`src/rtl/program_counter_preset.sv`:
```
// Program counter with a two-channel preset mux feeding its load path.
// Latency: preset is combinational; load/inc reach q one cycle after the edge.
// No backpressure: every load or inc is accepted in the cycle it is asserted.
module program_counter_preset #(
    parameter int                WIDTH       = 16,
    parameter int                STEP        = 1,
    parameter logic [WIDTH-1:0]  RESET_VALUE = '0
) (
    input  logic             clk,
    input  logic             rst,
    input  logic [WIDTH-1:0] ch0,
    input  logic [WIDTH-1:0] ch1,
    input  logic             sel,
    input  logic             load,
    input  logic             inc,
    output logic [WIDTH-1:0] preset,
    output logic [WIDTH-1:0] q
);

    localparam logic [WIDTH-1:0] STEP_W = WIDTH'(STEP);

    logic [WIDTH-1:0] w_preset;
    logic [WIDTH-1:0] w_q_next;
    logic [WIDTH-1:0] r_q;

    always_comb begin
        w_preset = sel ? ch1 : ch0;
    end

    // Load beats inc; the sum is truncated to WIDTH so the carry is dropped.
    always_comb begin
        w_q_next = r_q;
        if (load) begin
            w_q_next = w_preset;
        end else if (inc) begin
            w_q_next = r_q + STEP_W;
        end
    end

    always_ff @(posedge clk) begin
        if (rst) begin
            r_q <= RESET_VALUE;
        end else begin
            r_q <= w_q_next;
        end
    end

    assign preset = w_preset;
    assign q      = r_q;

endmodule

```
`config.mk`:
```
export PLATFORM = sky130hd
export DESIGN_NAME = program_counter_preset
export DESIGN_NICKNAME = d
export VERILOG_FILES = /design/src/rtl/program_counter_preset.sv
export SDC_FILE = /design/constraint.sdc
export NUM_CORES = 1
export LEC_CHECK = 0
export CAP_MARGIN = 20
export CELL_PAD_IN_SITES_DETAIL_PLACEMENT = 1
export CELL_PAD_IN_SITES_GLOBAL_PLACEMENT = 2
export CORE_ASPECT_RATIO = 1.25
export CORE_MARGIN = 2
export CORE_UTILIZATION = 20
export CTS_CLUSTER_DIAMETER = 40
export CTS_CLUSTER_SIZE = 14
export DETAILED_ROUTE_END_ITERATION = 16
export MAX_ROUTING_LAYER = met4
export PLACE_DENSITY = 0.85
export RECOVER_POWER = 100
export SLEW_MARGIN = 20
export SYNTH_ARGS = -nofsm -noshare
export SYNTH_HDL_FRONTEND = slang
export SYNTH_SLANG_ARGS = --single-unit
```
`constraint.sdc`:
```
create_clock -name clk -period 3.01 [get_ports clk]
set_input_delay 0.602 -clock clk [delete_from_list [all_inputs] [get_ports clk]]
set_output_delay 0.602 -clock clk [all_outputs]
set_load 0.005 [all_outputs]
```
**After elaboration in Yosys (flattened, before gate mapping)**

Cells that the tools add are included.
Widths: inputs -> output; s select.

- Bits in registers: 16
- Bits in latches: 0
- RAM bits: 0
- ROM bits: 0
- Bits of input ports: 37
- Output and inout bits: 32
- Memories: 0

- Add/sub/neg operators: 1
- Multipliers: 0
- Div/mod/pow operators: 0
- Order comparisons: 0
- Eq/ne operators: 0
- Shifts and indexed selects: 0
- Mux-type cells: 3
- Bitwise logic cells: 0
- Reduce and logical (&&, ||, !) cells: 1

Operator list:

| kind | count |
|---|---|
| $mux 16 | 3 |
| $add 16x1->16 const B | 1 |
| $reduce_bool 2->1 | 1 |

**Logic depth before layout (Yosys ltp)**

- Depth in word-level cells: 3
- Depth in mapped cells: 5

**Worst setup path before layout**

No wires, ideal clock.

- Path type: input to output
- Start point: input port sel
- End point: output port preset[2]
- Arrival: 1336 ps
- Required time: 2408 ps
- Path slack: 1072 ps
- Stages on the path: 3
- Cell sequence: buf_2 > buf_2 > mux2_2

- Cells in the longest elaborated chain, start to end: 1

Ends and longest elaborated chain:

| what | line | text |
|---|---|---|
| from (decl) | 13 | `input logic sel,` |
| $mux 16 | 27 | `w_preset = sel ? ch1 : ch0;` |
| to (decl) | 16 | `output logic [WIDTH-1:0] preset,` |

No other way between the ends.

**Final worst setup path**

- Start point: input port sel
- End point: output port preset[5]

Same word-level chain as after synthesis.

==> flow_summary.json <==
{
  "hold_viol": 0,
  "power_leakage_uw": 0.0006882,
  "post_dr_wirelength_cell_um": 14.84,
  "synth_top_area_share": 0.2980,
  "post_route_worst_hold_slack_ns": 0.5544,
  "synth-main-ff-cell": "dfxtp_1",
  "synth-edff-count": 0,
  "worst_setup_path_start_kind": "input pin",
  "first_global_vias": 1245,
  "power_switching_share": 0.2575,
  "p_switching_uw": 160.9,
  "number_of_clock_sinks_seen_by_cts": 16,
  "final_net_count": 229,
  "reg2reg_from": "q[1]",
  "worst_vdd_drop_mv": 0.1520,
  "asyncSetResetFlopFracSynth": 0,
  "htree_levels": 1,
  "antenna_cells_inserted": 0,
  "placedInstanceArea_mm2": 0.001826,
  "synth.top_cells.by_area": "dfxtp_1 30%, mux2_2 17%, xnor2_1 7.3%, o21ai_0 5.1%, a21oi_1 3.7%",
  "critPathRequiredTime_ns": 2.41,
  "power-per-cell-area_mw_per_mm2": 333.0,
  "die_x_um": 69.57,
  "gr-total-overflow": 0,
  "cp_cell_sequence": "clkdlybuf4s50_1 > buf_12 > mux2_2 > dlygate4sd3_1",
  "vias": 1172,
  "syn_inst": 122,
  "row_count": 29,
  "antenna_violating_nets_post_route": 0,
  "status": "completed",
  "layout.cell_area.non_filler_mm2": 0.001877,
  "fillcell_total": 599,
  "hp-start": "q[15]",
  "leading_cell_type_in_the_layout_fill_and_taps_excluded": "clkdlybuf4s50_1",
  "critical_path.max_stage_delay_ns": 0.59,
  "post-cts-setup-buffer-count": 0,
  "clockBufferDepth": 2,
  "area_inside_the_core_boundary_mm2": 0.005116,
  "hold_crit_endpoint": "q[15]",
  "mappedNetlistArea_mm2": 0.001075,
  "timing.fmax_ghz": 0.3545,
  "timing.rr.end": "q[10]",
  "share_seq_of_total_power": 0.404,
  "worst_r2r_path_depth": 5,
  "whs_path_depth": 3,
  "clock_latency_ns": 0.24,
  "cellInternalPower_uw": 464.1,
  "root_buffer": "clkbuf_8",
  "count_of_input_and_output_buffers": 68,
  "yosysSeqAreaShare": 0.2980,
  "drv_cap": 0,
  "grt_antenna_before_repair": 0,
  "final.min_clock_period_ns": 2.821,
  "post_route_cells_drive_above_1_share": 0.1316,
  "grt_first_pass_wirelength_um": 6175,
  "dp.final_hpwl_um": 3039,
  "finish.utilization": 0.3668,
  "cts_hold_buf": 0,
  "met2WireLength_um": 2060,
  "postRouteWirelength_um": 3740,
  "worst_path_max_delay_cell": "dlygate4sd3_1",
  "worst_clock_skew_ns": 0.001040,
  "portion_of_total_power_attributed_to_combinational_logic": 0.295,
  "finalSetupViolations": 0,
  "synth_cell_types": 28,
  "grt_max_degree": 19,
  "largest_area_contributor_in_the_synthesized_netlist": "dfxtp_1",
  "fin_ws_ns": 0.1889,
  "layout_common_cells": "35 x clkdlybuf4s50_1, 33 x dlygate4sd3_1, 16 x mux2_2, 16 x dfxtp_1, 11 x o21ai_0",
  "post_cts.resized_instances": 0,
  "detailedRoute.firstIterationViolations": 41,
  "tritoncts.num_buffers": 3,
  "synth_seq_cells": 16,
  "largest_register_ff_count": 16,
  "critPathCaptureType": "primary output",
  "final_max_slew_viol_count": 0,
  "die_h_um": 85.96,
  "drt_drc_violations_left": 0,
  "globalplace.congestion": 0.7249,
  "multi_input_comb_area_um2": 700.7,
  "drt_first_pass_iters": 4,
  "maxUsedRoutingLayer": "met3",
  "setup_total_negative_slack_ns": 0,
  "worstMarginPinSlew_ns": 0.5490,
  "ios": 69,
  "post_synth.cell_area_avg_um2": 8.810,
  "ff2ff_setup_slack_ns": 1.40,
  "unrepaired_setup_endpoints_after_global_routing": "false",
  "ys_warn_count": 0,
  "grt.total_usage": 0.1317,
  "fp.dieArea_mm2": 0.005980,
  "timing.final.crit_share": 0.9372,
  "worstHoldPathType": "flip-flop to flip-flop",
  "slew_headroom": 0.6336,
  "cts_tree": "yes",
  "post-place-ws_ns": 0.2994,
  "critPathArrivalTime_ns": 2.22,
  "postSynthNetCount": 160,
  "worstSetupPathType": "input pin to primary output",
  "post_drt_via_cell_ratio": 4.651,
  "floorplan.initialDensity": 0.2101,
  "power.clock.fraction": 0.301,
  "m1WireLength_um": 1550,
  "met3RoutedLength_um": 129,
  "seq_area_um2": 320.3,
  "cts.clk_slew.worst_paths_ns": 0.06,
  "crit_fanout": 16,
  "flow.area_growth_from_synthesis_pct": 74.62
}
==> cell type report <==
| type | count | share of cell area |
|---|---|---|
| timing repair buffer | 70 | 0.3753 |
| multi-input combinational | 95 | 0.3733 |
| tap | 62 | 0.04133 |
| inverter | 5 | 0.01000 |
| sequential | 16 | 0.1707 |
| clock buffer | 4 | 0.02933 |
==> power groups by stage <==
stage	Sequential (uW)	Combinational, uW	Clock, uW
6_report	253	184	188
5_1_grt	257	202	207
4_1_cts	254	202	194
3_5_place_dp	258	201	0
3_3_place_gp	259	197	0
2_1_floorplan	255	71.6	0
==> critical path, delay by kind of cell <==
kind | cells | cell delay [ns]
buffers and inverters | 3 | 1.26
multiplexers | 1 | 0.35
==> how the worst max path moves through the flow <==
| stage | cells after the start | endpoint | start | slack [ns] |
|---|---|---|---|---|
| after floorplan | 3 | preset[2] | sel | 1.07 |
| after global routing | 4 | preset[5] | sel | 0.15 |
| after CTS | 4 | preset[5] | sel | 0.29 |
| final | 4 | preset[5] | sel | 0.19 |
| after global placement | 4 | preset[5] | sel | 0.31 |
| after detailed placement | 4 | preset[5] | sel | 0.30 |
==> synth_stat cells (all sizes together) (5+ instances only) <==
cell type  count
mux2          16
nor4           5
nand2          6
o21ai         11
inv            5
nor3           5
dfxtp         16
a211oi         6
nor2           7
nand3          5
nand4          7
a21oi          8
xnor2          9
==> through the flow <==
step,total power (uW),std cells
5_1_grt,666.5,252
3_3_place_gp,456.2,248
2_1_floorplan,326.1,122
4_1_cts,650.0,252
6_report,625.1,252
3_5_place_dp,459.0,248
==> logic make-up (layout without fill, tap and decap cells) <==
group	Yosys count	in the layout	share of synthesized area
simple gates	38	38	0.2177
compound gates	28	28	0.1560
mux	17	17	0.1769
flops	16	16	0.2980
xor+xnor	11	11	0.08965
buf+inv	11	79	0.05006
fa+ha+maj	1	1	0.01164
==> routing by layer <==
layer | track usage | vias up
met2 | 0.2316 | 25
met4 | 0.03743 | 0
met3 | 0.02585 | 0
li1 | - | 586
met1 | 0.1521 | 561
met5 | - | -
(Power assumes the default switching activity.)
==> RTL edit, RTL diff (same flow settings) <==
Put one more register stage on the output `q`. The value now appears one clock later. The other outputs are not delayed to match. Comments in the files are not updated.
--- a/src/rtl/program_counter_preset.sv
+++ b/src/rtl/program_counter_preset.sv
@@ -48,3 +48,5 @@
     assign preset = w_preset;
-    assign q      = r_q;
+    always_ff @(posedge clk) begin
+        q <= r_q;
+    end
 
Formal check against the unedited RTL: not equivalent (Yosys sat finds a counterexample within 4 cycles, from zero or initial values and one cycle with rst high).
==> RTL edit against the original RTL <==
- core utilization is 2.9 points lower
- setup slack better by 0.039 ns
- sequential cell count is 16 higher
- power is 56% higher
- wire length is 3.6% higher
- global-route usage is 1.8 points lower
- maximum frequency is 1.4% higher
- cell area is 17% higher
- largest cell class unchanged
- cell count is 15% higher
- synthesized cell count is 9.8% higher
- first-iteration DRC count is 110% higher
- critical endpoint is now preset[2]
- synthesized area is 25% higher
- die area is 24% higher
==> RTL edit: results (changes against the original RTL) <==
stage,metric,value,unit,change
worst_setup_path,timing.critical_path.arrival,2.18,ns,-0.04 ns
final_layout,instances_no_fill,290,,+15%
final_layout,num-fill-cells,782,,+31%
timing,tightestPinTransition,0.621,ns,+0.0720 ns
final_layout,final_net_count,241,,+5.2%
run_status,status,"complete, no violations",,
detailed_routing,wl_met3,225,um,+74%
clocking,numCtsBuffers,5,,+2
yosys,portion_of_the_post_synthesis_area_used_by_sequential_elements,0.476,,+0.178
yosys,synth_top_cells_by_area,"sky130_fd_sc_hd__dfxtp_1, sky130_fd_sc_hd__mux2_2, sky130_fd_sc_hd__xnor2_1",,
yosys,synth_adder_area_share,0.00929,,-0.00235
grt,grt_pass1_wl,6310,um,+2.1%
detailed_routing,first_iter_violations,85,,+110%
detailed_routing,detail_route.vias_per_cell,4.26,,-8.4%
placement,gp_congestion,0.735,,+1.4%
detailed_routing,wl_met1,1540,um,-0.77%
power_and_ir_drop,p_leak,0.804,nW,+17%
detailed_routing,routed.top_layer,met4,,
placement,placement.cell_area,2130,um2,+17%
timing,finalClockSkew,0.00311,ns,+0.00207 ns
grt,first_global_vias,1352,,+8.6%
yosys,syn_inst,134,,+9.8%
power_and_ir_drop,vdd.ir_drop.worst,0.000164,V,+7.8%
yosys,muxShareOfSynthArea,0.141,,-0.0357
yosys,synth_fp_nets,172,,+7.5%
## RTL edit: cell type report
type	instances	area, um2	share of cell area
multi-input cells	90	656	0.298
flip-flops and latches	32	641	0.291
repair buffers	70	704	0.320
inverters	4	15.0	0.00682
clock inverters	1	5.00	0.00227
well taps	87	109	0.0494
clock buffers	6	72.6	0.0330
## RTL edit: worst paths after layout
| check | start | to | slack, ns | cells past startpoint |
|---|---|---|---|---|
| worst min-delay path | r_q[15] | q[15] | 0.38 | 0 |
| worst max register to register | r_q[2] | r_q[15] | 1.14 | 4 |
| worst min register to register | r_q[15] | q[15] | 0.38 | 0 |
| worst max-delay path | sel | preset[2] | 0.23 | 4 |
## RTL edit: routing by layer
| metal | vias up | track usage |
|---|---|---|
| met5 | - | - |
| met4 | 0 | 0.0446 |
| met3 | 6 | 0.0300 |
| met2 | 43 | 0.212 |
| met1 | 574 | 0.113 |
| li1 | 612 | - |
## RTL edit: cell families after synthesis
kind of cell / count (synthesis)
simple gates: 32
flops: 32
compound gates: 27
mux: 17
xor+xnor: 13
buf+inv: 12
fa+ha+maj: 1
## RTL edit: report_power, final
group	switching (W)	internal, W
Sequential	0.0000247	0.000456
Clock	0.000148	0.000157
Combinational	0.0000630	0.000124
Total	0.000236	0.000737
## RTL edit: stage by stage
step / util / setup slack [ns]
after floorplan: - / 0.818
after global placement: 0.326 / 0.292
after detailed placement: 0.326 / 0.273
after CTS: 0.338 / 0.274
after global routing: 0.338 / 0.168
final: 0.338 / 0.228
